$ cat src/rtl/button_debounce_pulse.sv
// Turns a raw, bouncy, active-low push-button into a clean debounced level
// plus one-clock press/release pulses, with optional hold-to-auto-repeat.
module button_debounce_pulse #(
  parameter int DEBOUNCE_CYCLES = 1000000,
  parameter int REPEAT_CYCLES   = 0,
  parameter int CNT_W           = 20
) (
  input  logic clk,
  input  logic reset,
  input  logic btn_n,
  output logic btn_level,
  output logic press_pulse,
  output logic release_pulse
);

  typedef enum logic [1:0] {
    RELEASED    = 2'd0,
    PRESS_CHK   = 2'd1,
    PRESSED     = 2'd2,
    RELEASE_CHK = 2'd3
  } state_t;

  localparam logic [CNT_W-1:0] DB_LAST   = CNT_W'(DEBOUNCE_CYCLES - 1);
  localparam logic [CNT_W-1:0] RP_LAST   = CNT_W'(REPEAT_CYCLES - 1);
  localparam bit               REPEAT_EN = (REPEAT_CYCLES != 0);

  state_t           state;
  logic             s1;
  logic             s2;
  logic             btn_s;
  logic [CNT_W-1:0] cnt;
  logic [CNT_W-1:0] rcnt;

  // Two-flop synchroniser; idles at 1 so reset looks like "not pressed".
  always_ff @(posedge clk) begin
    if (reset) begin
      s1 <= 1'b1;
      s2 <= 1'b1;
    end else begin
      s1 <= btn_n;
      s2 <= s1;
    end
  end

  assign btn_s = s2;

  // cnt is cleared on every state entry; rcnt survives release bounces so a
  // glitchy hold does not restart the repeat period.
  always_ff @(posedge clk) begin
    if (reset) begin
      state         <= RELEASED;
      cnt           <= '0;
      rcnt          <= '0;
      btn_level     <= 1'b0;
      press_pulse   <= 1'b0;
      release_pulse <= 1'b0;
    end else begin
      press_pulse   <= 1'b0;
      release_pulse <= 1'b0;
      case (state)
        RELEASED: begin
          if (!btn_s) begin
            state <= PRESS_CHK;
            cnt   <= '0;
          end
        end
        PRESS_CHK: begin
          if (btn_s) begin
            state <= RELEASED;
            cnt   <= '0;
          end else if (cnt == DB_LAST) begin
            state       <= PRESSED;
            cnt         <= '0;
            press_pulse <= 1'b1;
            btn_level   <= 1'b1;
          end else begin
            cnt <= cnt + 1'b1;
          end
        end
        PRESSED: begin
          if (btn_s) begin
            state <= RELEASE_CHK;
            cnt   <= '0;
          end else if (REPEAT_EN) begin
            if (rcnt == RP_LAST) begin
              rcnt        <= '0;
              press_pulse <= 1'b1;
            end else begin
              rcnt <= rcnt + 1'b1;
            end
          end
        end
        RELEASE_CHK: begin
          if (!btn_s) begin
            state <= PRESSED;
            cnt   <= '0;
          end else if (cnt == DB_LAST) begin
            state         <= RELEASED;
            cnt           <= '0;
            rcnt          <= '0;
            release_pulse <= 1'b1;
            btn_level     <= 1'b0;
          end else begin
            cnt <= cnt + 1'b1;
          end
        end
        default: begin
          state <= RELEASED;
          cnt   <= '0;
        end
      endcase
    end
  end

endmodule
$ cat config.mk
export PLATFORM = sky130hd
export DESIGN_NAME = button_debounce_pulse
export DESIGN_NICKNAME = d
export VERILOG_FILES = /design/src/rtl/button_debounce_pulse.sv
export SDC_FILE = /design/constraint.sdc
export NUM_CORES = 1
export LEC_CHECK = 0
export ABC_CLOCK_PERIOD_IN_PS = 5000
export BUFFER_PORTS_ARGS = -buffer_cell sky130_fd_sc_hd__buf_2
export CORE_UTILIZATION = 45
export CTS_BUF_LIST = sky130_fd_sc_hd__clkbuf_16
export CTS_CLUSTER_DIAMETER = 30
export DETAILED_ROUTE_END_ITERATION = 10
export HOLD_SLACK_MARGIN = 0.06
export PLACE_DENSITY = 0.62
export RECOVER_POWER = 25
export SYNTH_ARGS = -nofsm -noshare
export SYNTH_HDL_FRONTEND = slang
export SYNTH_SLANG_ARGS = --single-unit
$ cat constraint.sdc
create_clock -name clk -period 5 [get_ports clk]
set_clock_uncertainty 0.1 [all_clocks]
set_input_delay 0.5 -clock clk [delete_from_list [all_inputs] [get_ports clk]]
set_output_delay 0.5 -clock clk [all_outputs]
set_load 0.02 [all_outputs]
==> key figures <==
Clock network
  – Reg clk slew, reported paths: 0.07 ns
  – Resized cells post-CTS: 0
  – Root Driver: clkbuf_16
  – Worst-skew pair later-pin latency: approximately 0.26 ns
  – CTS Hold Buffers Added: 0
  – Post-CTS Setup Inserts: 0
  – Total CTS buffers: 3
  – Sink Count: 27
  – CTS tree: yes
  – CTS H-tree depth: 1
  – Clock Path Buffers: 2

Power and ir drop
  – Leakage: 0.518 nW
  – Maximum vdd ir drop: 238 uV
  – Power per Cell Area: 291 nW/um^2

Routing
  – Drt pass-1 iters: 4
  – Via count: 1,057
  – Detailed Route WL: around 2500 um
  – Vias per inst: 5.71
  – Final antenna-violating net count: 0
  – Post-route DRC: 0
  – Initial drt markers: 30
  – Routed wire length per instance: roughly 13 um

STA
  – Final Max Tran Viols: 0
  – Final min period: 2.65 ns
  – Max Clk Rate: 378 MHz
  – Final setup violation count: 0
  – Final cycle utilization of the critical path: 53.0%
  – Setup TNS: 0 ns
  – Hold Vio Cnt, Final: 0
  – Final worst slack: 2.35 ns
  – Least-Margin Pin Slew: 1.11 ns
  – Relative slew margins: between 20 and 30%
  – RSZ-0062 raised after global routing: no

Finish
  – Layout cell share with drive strength beyond 1: 9.74%
  – Diodes inserted: 0
  – Synthesis-to-layout area growth: 7.93%
  – Layout net count: 159

Min path
  – Hold WC Path Type: register to register

Yosys
  – Syn_nets: 153
  – Most common cell in the netlist: dfxtp_1
  – Synth top area share: 41.3%
  – Area of the mapped netlist: between 1000 and 1500 sq um
  – Synthesized instance count: 149
  – Seq cells post-synth: 27
  – Post-synth EDFFs: 0
  – Number of distinct library cells after synthesis: 39
  – Top post-synthesis cells by area: dfxtp_1, a31oi_1, a22o_1, nor2_1, xor2_1
  – Post-synthesis sequential area ratio: 41.3%
  – Syn Area/Cell: 8.79 sq um
  – Top_reg_cell synth: dfxtp_1
  – Synth area leader: dfxtp_1
  – Asr flop ratio synth: 0%
  – Most instantiated cells after synthesis: dfxtp_1, nor2_1, a31oi_1
  – Yosys warning count: 0

Die
  – FP Rows: 19
  – Die Span Y: about 56 um
  – Chip Width: 56.0 um
  – Core area: 2760 sq um
  – Initial Util: 47.5%
  – I/O pin count: 6
  – Die area: 3130 sq um

Critical path
  – Slowest-stage cell, CP: or4b_4
  – Crit path arrival time: ~2.7 ns
  – Worst path top cell family by delay: simple AND/OR/NAND/NOR gates
  – Critical Path Fanout Max: 15
  – Critical path data required time: 5.05 ns
  – Crit Path Class: register to register
  – CP Capture Type: register
  – CP Cell Sequence: or4b_4 > nor4_1 > a211oi_2 > buf_4 > and3_1 > a211o_1
  – Bufs and invs on worst path: 1
  – CP peak stage delay: 0.54 ns
  – Startpoint type of the worst setup path: register

Global routing
  – Total grt overflow: 0
  – Busiest grt layer: met2
  – All-layer global routing usage: 17.0%
  – Global Route met3 Usage: 4.88%
  – First-pass GRT wire length: approximately 4200 um
  – M1 GR Usage: a little under a quarter
  – Initial antenna violation count: 0
  – Pin count of the biggest net entering global routing: 16
  – Vias in the first global route: 924
  – GR Util met2: 26.2%

Run
  – Max-Cap Viols: 0

Place
  – Placer Congestion: between 0.7 and 0.8
  – DP Worst Slack: approximately 2.6 ns
  – DP HPWL: between 1500 and 2000 um
  – Port buffer count: 5

Outcome
  – Run status: finished clean
[worst paths after layout]
check | slack, ns | start | cells after the start | endpoint
setup / recovery | 2.35 | cnt[7] | 6 | cnt[11]
hold / removal | 0.32 | s1 | 1 | btn_s
setup reg to reg | 2.35 | cnt[7] | 6 | cnt[11]
hold reg to reg | 0.32 | s1 | 1 | btn_s
[layout by cell type, fill, tap and decap left out, types with 3 or more instances in the layout]
cell type / n
dfxtp_1: 27
nor2_1: 15
a31oi_1: 10
nor3_1: 8
a21oi_1: 8
nand2_1: 7
nand3_1: 7
a22o_1: 7
inv_1: 5
xor2_1: 5
o21ai_0: 5
and3_1: 4
nor4_1: 4
clkbuf_1: 4
or3_1: 3
nand2b_1: 3
o21ai_1: 3
clkbuf_16: 3
[worst reg2reg max path: stages, from the launching register on]
cell and delay [ns]:
dfxtp_1 0.34, or4b_4 0.54, nor4_1 0.54, a211oi_2 0.32, buf_4 0.27, and3_1 0.17, a211o_1 0.25
[logic make-up (layout without fill, tap and decap cells)]
kind of cell / after synthesis / in the layout / share of synthesized area (%)
AO/OA/AOI/OAI: 37 / 37 / 18.3
XOR/XNOR: 7 / 7 / 4.68
adder cells (fa/ha/maj): 1 / 1 / 0.955
buffers and inverters: 10 / 15 / 3.53
flip-flops: 27 / 27 / 41.3
multiplexers: 2 / 2 / 1.53
AND/OR/NAND/NOR: 65 / 65 / 29.7
[report_power, final]
part	total, mW	leakage [nW]	internal [mW]	switching [mW]
Clock	0.179	0.0409	0.108	0.0712
Sequential	0.219	0.218	0.217	0.00191
Combinational	0.0137	0.259	0.00404	0.00969
[cell type report]
| cell class | count | area, sq um |
|---|---|---|
| well taps | 31 | 38.8 |
| flip-flops and latches | 27 | 541 |
| fillers | 268 | 1340 |
| inverters | 5 | 18.8 |
| repair buffers | 6 | 27.5 |
| clock inverters | 1 | 5.00 |
| multi-input cells | 112 | 708 |
| clock buffers | 3 | 75.1 |
[state kept, by name, summed over array words and instances (netlist names), named ones only]
| signal | cells |
|---|---|
| state | 1 |
| release_pulse | 1 |
| s1 | 1 |
| btn_level | 1 |
| btn_s | 1 |
| cnt | 20 |
| press_pulse | 1 |
[routing by layer]
| metal | wire length, um | vias up | part of all wire [%] |
|---|---|---|---|
| met5 | 0 | - | 0 |
| li1 | - | 553 | - |
| met2 | 1090 | 11 | 44 |
| met3 | 75 | 2 | 3.0 |
| met4 | 14 | 0 | 0.57 |
| met1 | 1290 | 491 | 52 |
[per-stage QoR]
| step | instance area (sq um) | power [mW] | utilization [%] | hold slack [ns] | cells |
|---|---|---|---|---|---|
| after CTS | 1430 | 0.418 | 52.0 | 0.319 | 185 |
| after global routing | 1410 | 0.428 | 51.3 | 0.319 | 185 |
| after detailed placement | 1350 | 0.238 | 49.1 | 0.304 | 181 |
| final | 1410 | 0.412 | 51.3 | 0.319 | 185 |
| after floorplan | 1310 | 0.234 | - | 0.289 | 149 |
| after global placement | 1350 | 0.238 | 49.1 | 0.299 | 181 |
(Power assumes the default switching activity.)
